[src/rtl/minirisc_run_monitor.sv]
// Reset sequencer and run monitor for KGPminiRISC; all outputs registered (1-cycle), no backpressure.
// Optional PC trace signature enabled by defining MONITOR_SIGNATURE_EN.
module minirisc_run_monitor #(
  parameter int PC_W        = 32,
  parameter int CNT_W       = 32,
  parameter int RST_CYCLES  = 5,
  parameter int HALT_CYCLES = 4,
  parameter int MAX_CYCLES  = 100000
) (
  input  logic             i_clk,
  input  logic             i_rst,
  input  logic             i_start,
  input  logic [PC_W-1:0]  i_pc,
  input  logic [1:0]       i_reg_write,
  input  logic             i_dmem_write_enable,
  output logic             o_core_rst,
  output logic             o_running,
  output logic             o_done,
  output logic             o_halted,
  output logic             o_timeout,
  output logic [CNT_W-1:0] o_cycle_count,
  output logic [CNT_W-1:0] o_regwr_count,
  output logic [CNT_W-1:0] o_memwr_count,
  output logic [PC_W-1:0]  o_signature
);

  localparam int HOLD_W  = (RST_CYCLES > 1) ? $clog2(RST_CYCLES) : 1;
  localparam int STUCK_W = (HALT_CYCLES > 1) ? $clog2(HALT_CYCLES) : 1;
  localparam logic [HOLD_W-1:0]  HOLD_LAST  = HOLD_W'(RST_CYCLES - 1);
  localparam logic [STUCK_W-1:0] STUCK_HALT = STUCK_W'(HALT_CYCLES - 1);
  localparam logic [CNT_W-1:0]   CYC_LAST   = CNT_W'(MAX_CYCLES - 1);

  typedef enum logic [1:0] {IDLE, RESET_HOLD, RUN, DONE} state_t;

  state_t             r_state, w_state_nxt;
  logic [HOLD_W-1:0]  r_hold, w_hold_nxt;
  logic [STUCK_W-1:0] r_stuck, w_stuck_nxt;
  logic               r_first, w_first_nxt;
  logic [PC_W-1:0]    r_prev_pc;
  logic [CNT_W-1:0]   r_cycle, w_cycle_nxt;
  logic [CNT_W-1:0]   r_regwr, w_regwr_nxt;
  logic [CNT_W-1:0]   r_memwr, w_memwr_nxt;
  logic               r_halted, w_halted_nxt;
  logic               r_timeout, w_timeout_nxt;
  logic               r_core_rst, r_running, r_done;
  logic               w_clear, w_run_cycle, w_halt_hit, w_to_hit;

  function automatic logic [CNT_W-1:0] sat_inc(input logic [CNT_W-1:0] v);
    return (&v) ? v : v + CNT_W'(1);
  endfunction

  always_comb begin
    w_state_nxt   = r_state;
    w_hold_nxt    = r_hold;
    w_stuck_nxt   = r_stuck;
    w_first_nxt   = r_first;
    w_cycle_nxt   = r_cycle;
    w_regwr_nxt   = r_regwr;
    w_memwr_nxt   = r_memwr;
    w_halted_nxt  = r_halted;
    w_timeout_nxt = r_timeout;
    w_clear       = 1'b0;
    w_run_cycle   = 1'b0;
    w_halt_hit    = 1'b0;
    w_to_hit      = 1'b0;
    case (r_state)
      IDLE, DONE: begin
        if (i_start) begin
          w_state_nxt   = RESET_HOLD;
          w_clear       = 1'b1;
          w_hold_nxt    = '0;
          w_stuck_nxt   = '0;
          w_cycle_nxt   = '0;
          w_regwr_nxt   = '0;
          w_memwr_nxt   = '0;
          w_halted_nxt  = 1'b0;
          w_timeout_nxt = 1'b0;
        end
      end
      RESET_HOLD: begin
        if (r_hold == HOLD_LAST) begin
          w_state_nxt = RUN;
          w_hold_nxt  = '0;
          w_first_nxt = 1'b1;
        end else begin
          w_hold_nxt = r_hold + HOLD_W'(1);
        end
      end
      RUN: begin
        w_run_cycle = 1'b1;
        w_first_nxt = 1'b0;
        w_cycle_nxt = sat_inc(r_cycle);
        if (i_reg_write != 2'b00) w_regwr_nxt = sat_inc(r_regwr);
        if (i_dmem_write_enable)  w_memwr_nxt = sat_inc(r_memwr);
        // No previous PC exists on the first RUN cycle, so it never counts as stuck.
        if (!r_first && (i_pc == r_prev_pc)) w_stuck_nxt = r_stuck + STUCK_W'(1);
        else                                 w_stuck_nxt = '0;
        w_halt_hit = (w_stuck_nxt == STUCK_HALT);
        w_to_hit   = (r_cycle == CYC_LAST) && !(&r_cycle);
        if (w_halt_hit) w_halted_nxt = 1'b1;
        if (w_to_hit)   w_timeout_nxt = 1'b1;
        if (w_halt_hit || w_to_hit) w_state_nxt = DONE;
      end
      default: w_state_nxt = IDLE;
    endcase
  end

  always_ff @(posedge i_clk or posedge i_rst) begin
    if (i_rst) begin
      r_state    <= IDLE;
      r_hold     <= '0;
      r_stuck    <= '0;
      r_first    <= 1'b0;
      r_prev_pc  <= '0;
      r_cycle    <= '0;
      r_regwr    <= '0;
      r_memwr    <= '0;
      r_halted   <= 1'b0;
      r_timeout  <= 1'b0;
      r_core_rst <= 1'b1;
      r_running  <= 1'b0;
      r_done     <= 1'b0;
    end else begin
      r_state    <= w_state_nxt;
      r_hold     <= w_hold_nxt;
      r_stuck    <= w_stuck_nxt;
      r_first    <= w_first_nxt;
      if (w_run_cycle) r_prev_pc <= i_pc;
      r_cycle    <= w_cycle_nxt;
      r_regwr    <= w_regwr_nxt;
      r_memwr    <= w_memwr_nxt;
      r_halted   <= w_halted_nxt;
      r_timeout  <= w_timeout_nxt;
      r_core_rst <= (w_state_nxt != RUN);
      r_running  <= (w_state_nxt == RUN);
      r_done     <= (w_state_nxt == DONE);
    end
  end

`ifdef MONITOR_SIGNATURE_EN
  logic [PC_W-1:0] r_sig;

  always_ff @(posedge i_clk or posedge i_rst) begin
    if (i_rst)            r_sig <= '0;
    else if (w_clear)     r_sig <= '0;
    else if (w_run_cycle) r_sig <= {r_sig[PC_W-2:0], r_sig[PC_W-1]} ^ i_pc;
  end

  assign o_signature = r_sig;
`else
  assign o_signature = '0;
`endif

  assign o_core_rst    = r_core_rst;
  assign o_running     = r_running;
  assign o_done        = r_done;
  assign o_halted      = r_halted;
  assign o_timeout     = r_timeout;
  assign o_cycle_count = r_cycle;
  assign o_regwr_count = r_regwr;
  assign o_memwr_count = r_memwr;

endmodule

[config.mk]
export PLATFORM = sky130hd
export DESIGN_NAME = minirisc_run_monitor
export DESIGN_NICKNAME = d
export VERILOG_FILES = /design/src/rtl/minirisc_run_monitor.sv
export SDC_FILE = /design/constraint.sdc
export NUM_CORES = 1
export LEC_CHECK = 0
export CAP_MARGIN = 40
export CORE_ASPECT_RATIO = 0.9
export CORE_UTILIZATION = 55
export DETAILED_ROUTE_END_ITERATION = 8
export DONT_BUFFER_PORTS = 1
export PLACE_DENSITY = 0.7
export SLEW_MARGIN = 10
export SYNTH_ARGS = -nofsm -noshare
export SYNTH_HDL_FRONTEND = slang
export SYNTH_SLANG_ARGS = --single-unit
[constraint.sdc]
create_clock -name i_clk -period 12.7 [get_ports i_clk]
set_input_delay 3.175 -clock i_clk [delete_from_list [all_inputs] [get_ports i_clk]]
set_output_delay 3.175 -clock i_clk [all_outputs]
set_load 0.05 [all_outputs]
### Word-level counts from Yosys, hierarchy flattened

Cells that the tools add are included.

* muxes and demuxes: 28
* add/subtract/negate cells: 5
* reductions and logical operators: 22
* equal/unequal tests: 19

Operators with widths (number)
* $mux 32: 6
* $pmux 32 s2: 3
* $add 32x1->32 const B: 3
* $reduce_and 32->1: 3
* $eq 32x17->1 const B: 1
* $eq 32x32->1: 1
* $ne 2x2->1 const B: 10
* $mux 2: 6
* $eq 2x2->1 const B: 5
* $reduce_and 3->1: 3
* $reduce_and 4->1: 2
* $reduce_bool 2->1: 4
* $mux 3: 2
* $pmux 1 s2: 3
* $pmux 2 s3: 1
* $pmux 3 s2: 1
* $reduce_and 2->1: 3
* $mux 1: 5
* $pmux 2 s2: 1
* $add 3x1->3 const B: 1
* $eq 3x3->1 const B: 1
* $add 2x1->2 const B: 1
* $eq 2x1->1 const B: 1
* $logic_and 1x1->1: 2
* 4 further kinds: 5

* bits in registers: 141
* input port bits: 38
* output and inout bits: 133

### Depth between registers and ports, before layout

Gate-level depths: netlist of run 1.

* word-level depth: 9
* depth in mapped cells: 10
* mapped depth without buffers: 8

### Worst setup path after synthesis of run 1

Ideal clock, no wire load.

* path type: input to register
* from: input i_start
* to: register r_cycle[31], in the netlist o_cycle_count[31]
* stages on the path: 8
* data required time: 12.633 ns
* path slack: 7.582 ns
* path buffers: 2
* setup time: 0.067 ns
* data arrival time: 5.051 ns
* cells stage by stage: buf_2 > mux2_4 > nand4_4 > or4_1 > buf_2 > a31o_1 > or4_1 > nand2_1

* longest elaborated chain between the ends: 2

RTL lines
* start: declaration: RTL line 12 `input logic i_start,`
* $ne 2x2->1 (no source line)
* $reduce_and 3->1 (no source line)
* end signal: assignment: RTL line 129 `r_cycle <= w_cycle_nxt;`
* end: declaration: RTL line 40 `logic [CNT_W-1:0] r_cycle, w_cycle_nxt;`

Every way passes these cells.
A chain may end at the register's enable or synchronous reset.

### Worst setup path after layout of run 1

* from: input i_pc[7]
* to: register r_stuck[1]

* longest elaborated chain between the ends: 5

RTL lines
* start: declaration: RTL line 13 `input logic [PC_W-1:0] i_pc,`
* $eq 32x32->1: RTL line 96 `if (!r_first && (i_pc == r_prev_pc)) w_stuck_nxt = r_stuck + STUCK_W'(1);`
* $logic_and 1x1->1: RTL line 96
* $mux 2: RTL line 96
* $mux 2: RTL line 66 `case (r_state)`
* $pmux 2 s2: RTL line 66
* end signal: assignment: RTL line 126 `r_stuck <= w_stuck_nxt;`
* end: declaration: RTL line 37 `logic [STUCK_W-1:0] r_stuck, w_stuck_nxt;`

Every way passes these cells. The select of a mux whose other input is x is not followed.

==> results.tsv, run 1 <==
stage	metric	value	unit
run_status	outcome	completed	
synth	EDFF count, synth	0	
clock_network	post-CTS setup buffers	0	
place	DP HPWL	11660	µm
setup_path	CP Launch Type	primary input	
layout	register area	3530	µm²
pwr	power share of the combinational group	0.232	
layout	fillers	1101	
clock_network	CTS Root Cell	clkbuf_16	
clock_network	latest clock arrival within the worst-skew pair	0.42	ns
drt	DRC errors left	0	
pwr	peak supply drop	0.0001183	V
setup_path	flop2flop setup slack	9.69	ns
layout	layout cell share with drive strength beyond 1	0.1057	
timing	worst-case hold slack	0.5251	ns
synth	Syn Inst Count	781	
global_routing	first-pass GRT wire length	27410	µm
timing	min Tclk post-route	4.722	ns
global_routing	grt total ovfl	0	
timing	Period Utilization, post-route	0.3718	
layout	# diodes	0	
clock_network	clock sink total	141	
floorplanning	Die W	126.4	µm
drt	number of vias per cell	6.002	
pwr	P_sw	0.4455	mW
floorplanning	FP Rows	40	
pwr	Pint	0.9779	mW
setup_path	r2r worst-path depth	8	
timing	setup violators final	0	
place	dpl cells	921	
setup_path	CP Class	in -> reg	
setup_path	CP max FO	3	
floorplanning	core area	13460	µm²
hold_path	Min-Delay Path Class	reg -> reg	
drt	antenna-violating nets left	0	
clock_network	CTS Hold Bufs	0	
setup_path	critical path's largest stage delay	0.63	ns
timing	max_slew headroom	0.4381	
timing	clock skew	0.009166	ns
setup_path	slowest CP cell	or4_1	
timing	final hold violation count	0	
setup_path	CP startpoint	i_pc[7]	
setup_path	worst reg2reg endpoint	o_cycle_count[31]	
run	max_cap viols	0	
layout	NumNets Final	817	
clock_network	Post-CTS Resized	0	
floorplanning	starting density of the core	0.5687	
synth	synthesized flop and latch total	141	
setup_path	Critical Path, Cell by Cell	xor2_1 > nor4_1 > nand4_1 > or4_1 > or3b_2 > nand3_1	
setup_path	CP required	13.05	ns
global_routing	vias in the first global route	5460	
place	DP Worst Slack	7.585	ns
clock_network	CTS tree	done	
setup_path	Crit path arrival time	5.07	ns
synth	yosys warns	0	
synth	Synth async-reset ratio	1.000	
drt	Pre-antenna DRT Iters	5	
timing	setup ws final	7.978	ns
clock_network	clk buf depth	2	
drt	routed via count	5720	
pwr	Clk pwr share	0.367	
layout	post-layout util	0.6199	
synth	syn_area_per_cell	9.803	µm²
pwr	Flop pwr share	0.401	
clock_network	H-Tree Depth	4	
synth	Seq/Total Area, Yosys	0.4610	
setup_path	RR Startpoint	r_state[0]	
place	PortBufs	0	
synth	mapped cell area	7656	µm²
floorplanning	Die H	113.9	µm
timing	setup TNS	0	ns
timing	Worst Tran Pin Value	0.8389	ns
layout	Post-Layout Cell Count	953	
global_routing	initial antenna violation count	0	
place	GP Congestion	0.9157	
clock_network	CTS clk-pin slew, worst paths	0.05	ns
timing	Slew Limit Fails	0	
drt	Final Routed Wirelength	16720	µm
floorplanning	total die area	14400	µm²
drt	drt initial violations	450	
layout	Multi-input gate area	3844	µm²
timing	Fmax	211.8	MHz
setup_path	CP endpoint kind	flop	
floorplanning	IO Pins	171	
synth	ys flop type	dfrtp_1	
drt	Routed WL per cell	17.54	µm
pwr	PwrDens	170.6	nW/µm²
pwr	leakage power	3.665	nW
global_routing	gr usage total	0.2404	
pwr	Switching Share	0.3130	
timing	RSZ-0062 raised after global routing	false	
synth	Yosys cell types	51	
global_routing	largest net degree at the start of global routing	70	
layout	area grow syn2layout	9.005	%
setup_path	Worst setup endpoint	r_stuck[1]	
clock_network	Inserted Clock Buffers	17	
## registers in the layout (all words and copies together), names as in the netlist, 2 cells and up
register / cells
o_cycle_count: 32
r_stuck: 2
o_memwr_count: 32
r_prev_pc: 32
r_state: 2
r_hold: 3
o_regwr_count: 32
## logic make-up (layout without fill, tap and decap cells)
kind of cell / count (synthesis) / count (layout) / share of synthesized area
XOR/XNOR: 108 / 108 / 0.1235
adder cells (fa/ha/maj): 7 / 7 / 0.01144
AO/OA/AOI/OAI: 70 / 70 / 0.05540
other: 1 / 32 / 0.0004898
flip-flops: 141 / 141 / 0.4610
multiplexers: 37 / 37 / 0.05458
AND/OR/NAND/NOR: 339 / 339 / 0.2393
buffers and inverters: 78 / 51 / 0.05426
## area by class of cell
| cell class | count | area share |
|---|---|---|
| repair buffers | 8 | 0.01064 |
| clock buffers | 21 | 0.05517 |
| clock inverters | 11 | 0.01994 |
| inverters | 11 | 0.005547 |
| well taps | 168 | 0.02519 |
| flip-flops and latches | 141 | 0.4229 |
| multi-input cells | 593 | 0.4606 |
## placed cells by master (no fill, tap or decap), types with 17 or more instances in the layout
cell type	count
mux2_2	34
dfrtp_1	140
a21oi_1	21
xor2_1	81
nor2_1	88
clkbuf_16	17
o21ai_0	24
xnor2_1	27
nand2_1	41
nand3_1	38
nand4_1	35
nor3_1	19
conb_1	32
and3_1	24
and4_1	21
## routing by layer
metal,up-vias,global-route usage,part of all wire
met3,11,0.08068,0.065
met4,0,0.07791,0.0094
met1,2832,0.3024,0.43
met5,-,0,0
met2,193,0.3919,0.49
li1,2684,-,-
## worst min-delay path by stage
stage | startpoint | end | slack [ns] | cells past startpoint
after floorplan | r_first | r_first | 0.47 | 2
after global placement | r_prev_pc[18] | r_prev_pc[18] | 0.51 | 1
after detailed placement | r_prev_pc[28] | r_prev_pc[28] | 0.52 | 1
after CTS | r_prev_pc[16] | r_prev_pc[16] | 0.53 | 1
after global routing | r_prev_pc[1] | r_prev_pc[1] | 0.54 | 1
final | r_prev_pc[29] | r_prev_pc[29] | 0.53 | 1
## synth_stat cells (all sizes together) (16+ instances only)
cell type  instances  area (µm²)
dfrtp            140        3503
nor2              89       334.1
xor2              81       709.4
nand2             41       153.9
buf               40       272.8
nand3             38       190.2
nand4             36       240.2
mux2              35       397.9
clkbuf            27       101.4
xnor2             27       236.5
and3              24       150.1
o21ai             24       120.1
a21oi             21       105.1
and4              21       183.9
nor3              19       95.09
nor4              16       100.1
or3               16       100.1
## worst max-delay path, delay by kind of cell
family	cells	cell delay, ns
and+or+nand+nor	5	1.76
xor gates and xnor gates	1	0.13
## through the flow
step | total power [mW] | instance area (µm²)
after floorplan | 0.8396 | 7772
after global placement | 0.8842 | 7667
after detailed placement | 0.9105 | 7719
after CTS | 1.436 | 8346
after global routing | 1.497 | 8346
final | 1.423 | 8346
## power by group through the flow
stage	logic, mW	clock network (mW)	registers (mW)
final	0.330	0.523	0.571
after global routing	0.368	0.550	0.579
after CTS	0.334	0.531	0.571
after detailed placement	0.332	0	0.579
after global placement	0.310	0	0.574
after floorplan	0.273	0	0.566
Note: power is estimated with default switching activity, not from simulation.
==> run 2, diff against run 1 <==
==> constraint.sdc (replaced) <==
create_clock -name i_clk -period 4.7 [get_ports i_clk]
set_input_delay 1.175 -clock i_clk [delete_from_list [all_inputs] [get_ports i_clk]]
set_output_delay 1.175 -clock i_clk [all_outputs]
set_load 0.05 [all_outputs]
==> run 2 against run 1 <==
Against the previous run: clock-buffer cell count decreased by 1; clock skew increased by 0.0030 ns; clock power increased to 2.8 times the previous value; hold slack improved by 0.0047 ns; power increased to 2.7 times the previous value; critical path depth increased by 2; wire length increased by 0.39%; first-iteration DRC count increased by 12%; non-clock buffer count decreased by 2; critical endpoint is now o_cycle_count[31].
==> results.tsv, run 2 (same netlist as run 1, synthesis figures left out) <==
stage	metric	value	unit	change
pwr	P_sw	1.239	mW	was 0.4455 mW
run	max_cap viols	0		unchanged
clock_network	latest clock arrival within the worst-skew pair	0.42	ns	about the same
clock_network	CTS Hold Bufs	0		unchanged
place	dpl cells	919		was 921
run_status	outcome	completed		unchanged
drt	antenna-violating nets left	0		unchanged
layout	# diodes	0		unchanged
global_routing	met2 Use GR	0.3886		was 0.3919
clock_network	clock sink total	141		unchanged
global_routing	grt total ovfl	0		unchanged
timing	setup ws final	1.634	ns	was 7.978 ns
hold_path	Min-Delay Path Class	reg -> reg		unchanged
global_routing	global routing's busiest layer	met2		unchanged
floorplanning	core area	13460	µm²	unchanged
global_routing	gr usage total	0.2452		was 0.2404
drt	drt initial violations	505		was 450
drt	Routed WL per cell	17.65	µm	was 17.54 µm
timing	Worst Tran Pin Value	0.8191	ns	was 0.8389 ns
place	DP Worst Slack	1.542	ns	was 7.585 ns
timing	min Tclk post-route	3.066	ns	
global_routing	first-pass GRT wire length	28120	µm	was 27410 µm
timing	RSZ-0062 raised after global routing	false		unchanged
pwr	power share of the combinational group	0.226		was 0.232
floorplanning	Die W	126.4	µm	unchanged
pwr	Pint	2.649	mW	was 0.9779 mW
global_routing	M3 GR Usage	0.08161		was 0.08068
layout	NumNets Final	815		was 817
clock_network	post-CTS setup buffers	0		unchanged
timing	Fmax	326.1	MHz	
pwr	Clk pwr share	0.377		was 0.367
drt	number of vias per cell	5.981		was 6.002
pwr	Tot Pwr	3.888	mW	was 1.423 mW
clock_network	Inserted Clock Buffers	17		unchanged
layout	Finished Cell Area	8344	µm²	was 8346 µm²
drt	DRC errors left	0		unchanged
floorplanning	starting density of the core	0.5687		unchanged
setup_path	CP Class	reg -> reg		was in -> reg
place	placed cell area	7694	µm²	was 7719 µm²
pwr	Flop pwr share	0.397		was 0.401
layout	area grow syn2layout	8.988	%	was 9.005%
setup_path	Crit path arrival time	3.42	ns	was 5.07 ns
floorplanning	FP Rows	40		unchanged
global_routing	met1 GRT Util	0.3191		was 0.3024
drt	Pre-antenna DRT Iters	4		was 5
timing	setup violators final	0		unchanged
floorplanning	IO Pins	171		unchanged
clock_network	CTS tree	done		unchanged
pwr	leakage power	3.650	nW	was 3.665 nW
layout	Post-Layout Cell Count	951		was 953
setup_path	flop2flop setup slack	1.63	ns	was 9.69 ns
layout	post-layout util	0.6198		was 0.6199
timing	Slew Limit Fails	0		unchanged
drt	Final Routed Wirelength	16780	µm	was 16720 µm
setup_path	CP required	5.06	ns	was 13.05 ns
timing	Period Utilization, post-route	0.6524		
global_routing	initial antenna violation count	0		unchanged
global_routing	vias in the first global route	5537		was 5460
layout	commonest non-fill, non-tap cells in the layout	dfrtp_1 (140), nor2_1 (88), xor2_1 (81)		unchanged
place	DP HPWL	11520	µm	was 11660 µm
layout	layout cell share with drive strength beyond 1	0.1060		was 0.1057
setup_path	CP Launch Type	flop		was primary input
clock_network	H-Tree Depth	4		unchanged
floorplanning	total die area	14400	µm²	unchanged
timing	max_slew headroom	0.4539		was 0.4381
layout	commonest non-fill, non-tap cell in the layout	dfrtp_1		unchanged
timing	final hold violation count	0		unchanged
setup_path	CP endpoint kind	flop		unchanged
pwr	peak supply drop	0.0003068	V	was 0.0001183 V
clock_network	CTS Root Cell	clkbuf_16		unchanged
setup_path	CP max FO	15		was 3
timing	clock skew	0.01221	ns	was 0.009166 ns
drt	routed via count	5688		was 5720
clock_network	CTS clk-pin slew, worst paths	0.06	ns	was 0.05 ns
clock_network	Post-CTS Resized	0		unchanged
pwr	Switching Share	0.3186		was 0.3130
timing	worst-case hold slack	0.5298	ns	was 0.5251 ns
clock_network	clk buf depth	2		unchanged
pwr	PwrDens	465.9	nW/µm²	was 170.6 nW/µm²
place	GP Congestion	0.9259		was 0.9157
timing	setup TNS	0	ns	unchanged
floorplanning	Die H	113.9	µm	unchanged
place	PortBufs	0		unchanged
global_routing	largest net degree at the start of global routing	142		was 70
==> run 2: worst max-delay path, stage by stage (launching register included) <==
cell and delay [ns]:
dfrtp_1 0.44, inv_1 0.09, ha_2 0.48, mux2_4 0.30
nand4_4 0.17, or4_1 0.69, a31o_1 0.27, or4_1 0.48
nand2_1 0.09
==> run 2: power by group through the flow <==
stage / registers (mW) / clock network, mW / logic, mW
2_1_floorplan: 1.53 / 0 / 0.738
3_3_place_gp: 1.55 / 0 / 0.837
3_5_place_dp: 1.57 / 0 / 0.881
4_1_cts: 1.54 / 1.48 / 0.886
5_1_grt: 1.57 / 1.54 / 0.975
6_report: 1.54 / 1.47 / 0.877
==> run 2: final cells by class <==
class	instances	area (µm²)
timing repair buffer	6	65.06
clock buffer	20	466.7
clock inverter	12	183.9
tap	168	210.2
inverter	11	45.04
multi-input combinational	593	3844
fill	1083	5119
sequential	141	3530
==> run 2: layer usage <==
metal	vias to the layer above	wire length, µm
met1	2817	7376
met3	12	1125
met5	-	0
met4	0	201
met2	182	8078
li1	2677	-
==> run 2: path summary, 6_finish.rpt <==
path                                     end    startpoint  cells after the start
max                        o_cycle_count[31]    r_state[0]                      8
min                             r_prev_pc[2]  r_prev_pc[2]                      1
max reg2reg                o_cycle_count[31]    r_state[0]                      8
min reg2reg                     r_prev_pc[2]  r_prev_pc[2]                      1
max in group asynchronous   o_cycle_count[6]         i_rst                      2
min in group asynchronous      r_prev_pc[13]         i_rst                      2
